## config.mk

```make
export PLATFORM = sky130hd
export DESIGN_NAME = mux_7seg_disp
export DESIGN_NICKNAME = d
export VERILOG_FILES = /design/src/rtl/mux_7seg_disp.sv
export SDC_FILE = /design/constraint.sdc
export NUM_CORES = 1
export LEC_CHECK = 0
export ABC_AREA = 1
export BUFFER_PORTS_ARGS = -buffer_cell sky130_fd_sc_hd__buf_4
export CAP_MARGIN = 5
export CORE_UTILIZATION = 25
export DETAILED_ROUTE_END_ITERATION = 6
export HOLD_SLACK_MARGIN = 0.08
export PLACE_DENSITY = 0.46
export SYNTH_ARGS = -nofsm -noshare
export SYNTH_HDL_FRONTEND = slang
export SYNTH_SLANG_ARGS = --single-unit
```

## constraint.sdc

```tcl
create_clock -name CLK -period 5.5 [get_ports CLK]
set_input_delay 1.1 -clock CLK [delete_from_list [all_inputs] [get_ports CLK]]
set_output_delay 1.1 -clock CLK [all_outputs]
set_load 0.01 [all_outputs]
```

## src/rtl/mux_7seg_disp.sv

```systemverilog
// Multiplexed active-low 7-segment driver: scans DIGITS digits with a blank GAP cycle between visits.
// Define MUX_7SEG_LZB_EN to enable leading-zero blanking of digits above digit 0.
module mux_7seg_disp #(
    parameter int DIGITS      = 4,
    parameter int REFRESH_DIV = 1000
) (
    input  logic                  CLK,
    input  logic                  RST,
    input  logic                  LOAD,
    input  logic                  MODE,
    input  logic [4*DIGITS-1:0]   DATA,
    output logic                  a,
    output logic                  b,
    output logic                  c,
    output logic                  d,
    output logic                  e,
    output logic                  f,
    output logic                  g,
    output logic                  dp,
    output logic [DIGITS-1:0]     AN
);

    localparam int IW = (DIGITS > 1) ? $clog2(DIGITS) : 1;
    localparam int CW = (REFRESH_DIV > 1) ? $clog2(REFRESH_DIV) : 1;

    typedef enum logic {
        GAP  = 1'b0,
        SCAN = 1'b1
    } state_t;

    state_t              state, next_state;
    logic [IW-1:0]       idx, next_idx;
    logic [CW-1:0]       cnt, next_cnt;
    logic [4*DIGITS-1:0] data_q;
    logic                mode_q;

    logic [6:0]          seg_q, seg_nxt;
    logic                dp_q, dp_nxt;
    logic [DIGITS-1:0]   an_q, an_nxt;

    logic [3:0]          nib [DIGITS];
    logic [3:0]          cur_nib;
    logic [3:0]          glyph;
    logic                neg;
    logic                show;

    // abcdefg, 0 = segment lit
    function automatic logic [6:0] decode(input logic [3:0] v);
        logic [6:0] s;
        case (v)
            4'h0: s = 7'b0000001;
            4'h1: s = 7'b1001111;
            4'h2: s = 7'b0010010;
            4'h3: s = 7'b0000110;
            4'h4: s = 7'b1001100;
            4'h5: s = 7'b0100100;
            4'h6: s = 7'b0100000;
            4'h7: s = 7'b0001111;
            4'h8: s = 7'b0000000;
            4'h9: s = 7'b0000100;
            4'hA: s = 7'b0001000;
            4'hB: s = 7'b1100000;
            4'hC: s = 7'b0110001;
            4'hD: s = 7'b1000010;
            4'hE: s = 7'b0110000;
            default: s = 7'b0111000;
        endcase
        return s;
    endfunction

    // NOTE: sequential state uses non-blocking assignments so every register samples pre-edge values.
    always_ff @(posedge CLK or posedge RST) begin
        if (RST) begin
            state  <= GAP;
            idx    <= '0;
            cnt    <= '0;
            data_q <= '0;
            mode_q <= 1'b0;
            seg_q  <= '1;
            dp_q   <= 1'b1;
            an_q   <= '1;
        end else begin
            state  <= next_state;
            idx    <= next_idx;
            cnt    <= next_cnt;
            seg_q  <= seg_nxt;
            dp_q   <= dp_nxt;
            an_q   <= an_nxt;
            if (LOAD) begin
                data_q <= DATA;
                mode_q <= MODE;
            end
        end
    end

    // NOTE: every combinational output gets a default first so no path can infer a latch.
    always_comb begin
        next_state = state;
        next_idx   = idx;
        next_cnt   = cnt;
        unique case (state)
            GAP: begin
                next_state = SCAN;
                next_cnt   = '0;
            end
            SCAN: begin
                if (cnt == CW'(REFRESH_DIV - 1)) begin
                    next_state = GAP;
                    next_cnt   = '0;
                    next_idx   = (idx == IW'(DIGITS - 1)) ? '0 : idx + 1'b1;
                end else begin
                    next_cnt = cnt + 1'b1;
                end
            end
        endcase
    end

    always_comb begin
        for (int k = 0; k < DIGITS; k++) begin
            nib[k] = data_q[4*k +: 4];
        end
    end

    assign cur_nib = nib[next_idx];

`ifdef MUX_7SEG_LZB_EN
    // lz[k] is set when digit k and every digit above it hold nibble 0
    logic [DIGITS-1:0] lz;

    always_comb begin
        logic run;
        run = 1'b1;
        lz  = '0;
        for (int k = DIGITS - 1; k >= 0; k--) begin
            run   = run && (nib[k] == 4'h0);
            lz[k] = run;
        end
    end

    assign show = (next_state == SCAN) && !((next_idx != '0) && lz[next_idx]);
`else
    assign show = (next_state == SCAN);
`endif

    // Outputs are computed from the upcoming state so they change on the same edge as the FSM.
    always_comb begin
        neg     = mode_q && cur_nib[3];
        glyph   = neg ? (4'd0 - cur_nib) : cur_nib;
        seg_nxt = '1;
        dp_nxt  = 1'b1;
        an_nxt  = '1;
        if (show) begin
            an_nxt  = ~(DIGITS'(1) << next_idx);
            seg_nxt = decode(glyph);
            dp_nxt  = ~neg;
        end
    end

    assign {a, b, c, d, e, f, g} = seg_q;
    assign dp = dp_q;
    assign AN = an_q;

endmodule
```

==> results.sh <==
export IMPL_final_max_slew_viol_count=0
export IMPL_synth_top_flop_cell="dfrtp_1"
export IMPL_postCtsHoldBufs=0
export IMPL_period_minus_slack_ns=2.89
export IMPL_cts_sinks=42
export IMPL_numCtsBuffers=5
export IMPL_clock_tree_root_cell="clkbuf_8"
export IMPL_htree_num_levels=2
export IMPL_met3_usage=0.0305
export IMPL_ys_warn_count=0
export IMPL_grt_busiest_layer="met2"
export IMPL_startpoint="cnt[0]"
export IMPL_dr_pass1_iters=4
export IMPL_io_buffers=31
export IMPL_cp_arrival_ns=3.13
export IMPL_synth_area_um2=2350
export IMPL_antenna_found_initial=0
export IMPL_relSlewSlack=0.647
export IMPL_yosysMostFrequentCell="nand2_1"
export IMPL_min_from="idx[0]"
export IMPL_maxCapViolations=0
export IMPL_io_pin_count=32
export IMPL_yosysTopAreaCell="dfrtp_1"
export IMPL_reg2reg_slack_ns=2.61
export IMPL_wl_per_cell_um=11.4
export IMPL_crit_reg2reg_launch="cnt[0]"
export IMPL_cts_resized=0
export IMPL_syn_nets=277
export IMPL_cts_tree="done"
export IMPL_die_y_um=99
export IMPL_antenna_cells=0
export IMPL_rows=35
export IMPL_drt_iter0_drc=38
export IMPL_grt_pass1_vias=1745
export IMPL_dp_hpwl_mm=3.46
export IMPL_clock_latency_ns=0.30
export IMPL_drive_gt1_frac=0.408
export IMPL_status="completed"
export IMPL_final_setup_skew_ns=0.00464
export IMPL_hold_class="reg2reg"
export IMPL_ctsLongestPathBuffers=2
export IMPL_cts_setup_buffers=0
export IMPL_routed_wl_mm=4.52
export IMPL_ys_ff_latch=42
export IMPL_max_freq_mhz=345
export IMPL_grtUsageMet1=0.126
export IMPL_n_fill_cell=982
export IMPL_grt_pass1_wl_mm=7.90
export IMPL_ff_latch_area_um2=1070
export IMPL_dieWidth_um=99
export IMPL_yosysTopAreaCellShare=0.319
export IMPL_globalRouteMet2Util=0.168
export IMPL_worst_pin_slew_ns=0.529
export IMPL_fin_tns_setup_ns=0
export IMPL_grt_start_max_net_pins=43
export IMPL_area_growth_pct=19.2
export IMPL_final_hold_viol_count=0
export IMPL_grt_total_usage=0.102
export IMPL_synthTopCellsByArea="dfrtp_1 (32%), dfstp_2 (13%), nand2_1 (7.8%)"
export IMPL_dp_cells=390
export IMPL_p_leak_nw=1.32
export IMPL_netlist_instances=251
export IMPL_vias=1719
export IMPL_ys_seq_area_frac=0.453
export IMPL_cp_end_kind="flop"
export IMPL_setup_viol=0
export IMPL_crit_type="reg2reg"
export IMPL_power_density_nw_per_um2=253
export IMPL_vdd_ir_drop_max_mv=0.116
export IMPL_dieArea_um2=9800
export IMPL_routabilityCongestion=0.798
export IMPL_grt_overflow_total=0
export IMPL_nNetsFinal=312
export IMPL_synth_common_cells="nand2_1 (49), dfrtp_1 (30), inv_1 (21), nand3_1 (21), nand2_2 (16)"
export IMPL_final_cell_count_no_fill=398
export IMPL_rsz0062_at_grt="no"
export IMPL_drcViolationCount=0
export IMPL_startpoint_type="flop"
export IMPL_synth_cell_types=35
export IMPL_vias_per_cell=4.32
export IMPL_syn_avg_cell_area_um2=9.37
export IMPL_clk_pin_slew_ns=0.08
export IMPL_ant_nets=0
export IMPL_async_reset_ff_frac=1.00
export IMPL_synth_edf_count=0
export IMPL_required_ns=5.73
export IMPL_fp_coreArea_um2=9200
export IMPL_multiInputGateArea_um2=1140
export IMPL_cp_max_fo=11
export IMPL_finalCritPeriodShare=0.526
export IMPL_start_util=0.256
registers in the layout (all words and copies together), names as in the netlist:
name    cells
state       1
cnt        10
idx         2
dp          1
seg_q       7
data_q     16
mode_q      1
AN          4
layout make-up:
class                      instances  area share
clock buffer                       6      0.0295
multi-input combinational        175       0.408
timing repair buffer              32      0.0857
inverter                          30      0.0428
clock inverter                     2     0.00446
sequential                        42       0.380
tap                              111      0.0495
layout by cell type, fill, tap and decap left out, types with 4 or more instances in the layout:
master     n
o21ai_1    4
inv_2      6
a21oi_1    7
nand3_1   21
buf_4     32
o21ai_0   10
nor2_1    11
dfstp_2   12
nand2_2   16
inv_1     21
nor3_1     5
nor2_2     4
nand3_2    6
dfrtp_1   30
nand2_4    8
nand2_1   49
clkbuf_8   6
ha_1       6
mux2_2     9
through the flow:
stage / worst slack (ns) / instance area (µm²) / hold slack, ns / util / power, W
3_3_place_gp: 2.66 / 2710 / 0.443 / 0.295 / 0.000508
3_5_place_dp: 2.60 / 2710 / 0.449 / 0.295 / 0.000507
5_1_grt: 2.25 / 2800 / 0.486 / 0.305 / 0.000752
6_report: 2.61 / 2800 / 0.453 / 0.305 / 0.000709
2_1_floorplan: 2.84 / 2350 / 0.415 / - / 0.000458
4_1_cts: 2.58 / 2800 / 0.462 / 0.305 / 0.000724
where the power goes:
group	switching, W	internal, W	total, W
Sequential	0.0000111	0.000342	0.000353
Clock	0.000109	0.000101	0.000210
Combinational	0.0000817	0.0000645	0.000146
per-layer routing:
metal  up-vias  wire length, µm
met2        44             2090
met1       780             2120
met4         0               58
li1        890                -
met5         -                0
met3         5              244
worst paths after layout:
path	to	cells after the start
max	seg_q[3]	18
min	AN[1]	1
max reg2reg	seg_q[3]	18
min reg2reg	AN[1]	1
max in group asynchronous	seg_q[2]	3
min in group asynchronous	cnt[1]	3
worst max-delay path, stage by stage (launching register included):
cell and delay [ns]:
dfrtp_1 0.37, ha_1 0.21, nand2_2 0.11, nor2_2 0.16
nand4_4 0.18, nand2_4 0.14, nand2_2 0.16, o21ai_2 0.17
nand2_2 0.08, nand3_4 0.11, inv_4 0.06, ha_1 0.30
nand3_2 0.10, nand2_2 0.12, ha_1 0.21, nand3_1 0.12
nand2_1 0.06, a21oi_1 0.12, nand2_1 0.06
cell families (layout without fill, tap and decap cells):
family	after synthesis	count (layout)	synth area share
AOI/OAI and AO/OA	27	27	0.0734
DFF	42	42	0.453
buffers and inverters	34	70	0.0606
muxes	9	9	0.0431
adders and majority gates	6	6	0.0319
and+or+nand+nor	133	133	0.338
No activity file was read; power rests on OpenSTA's default activity.
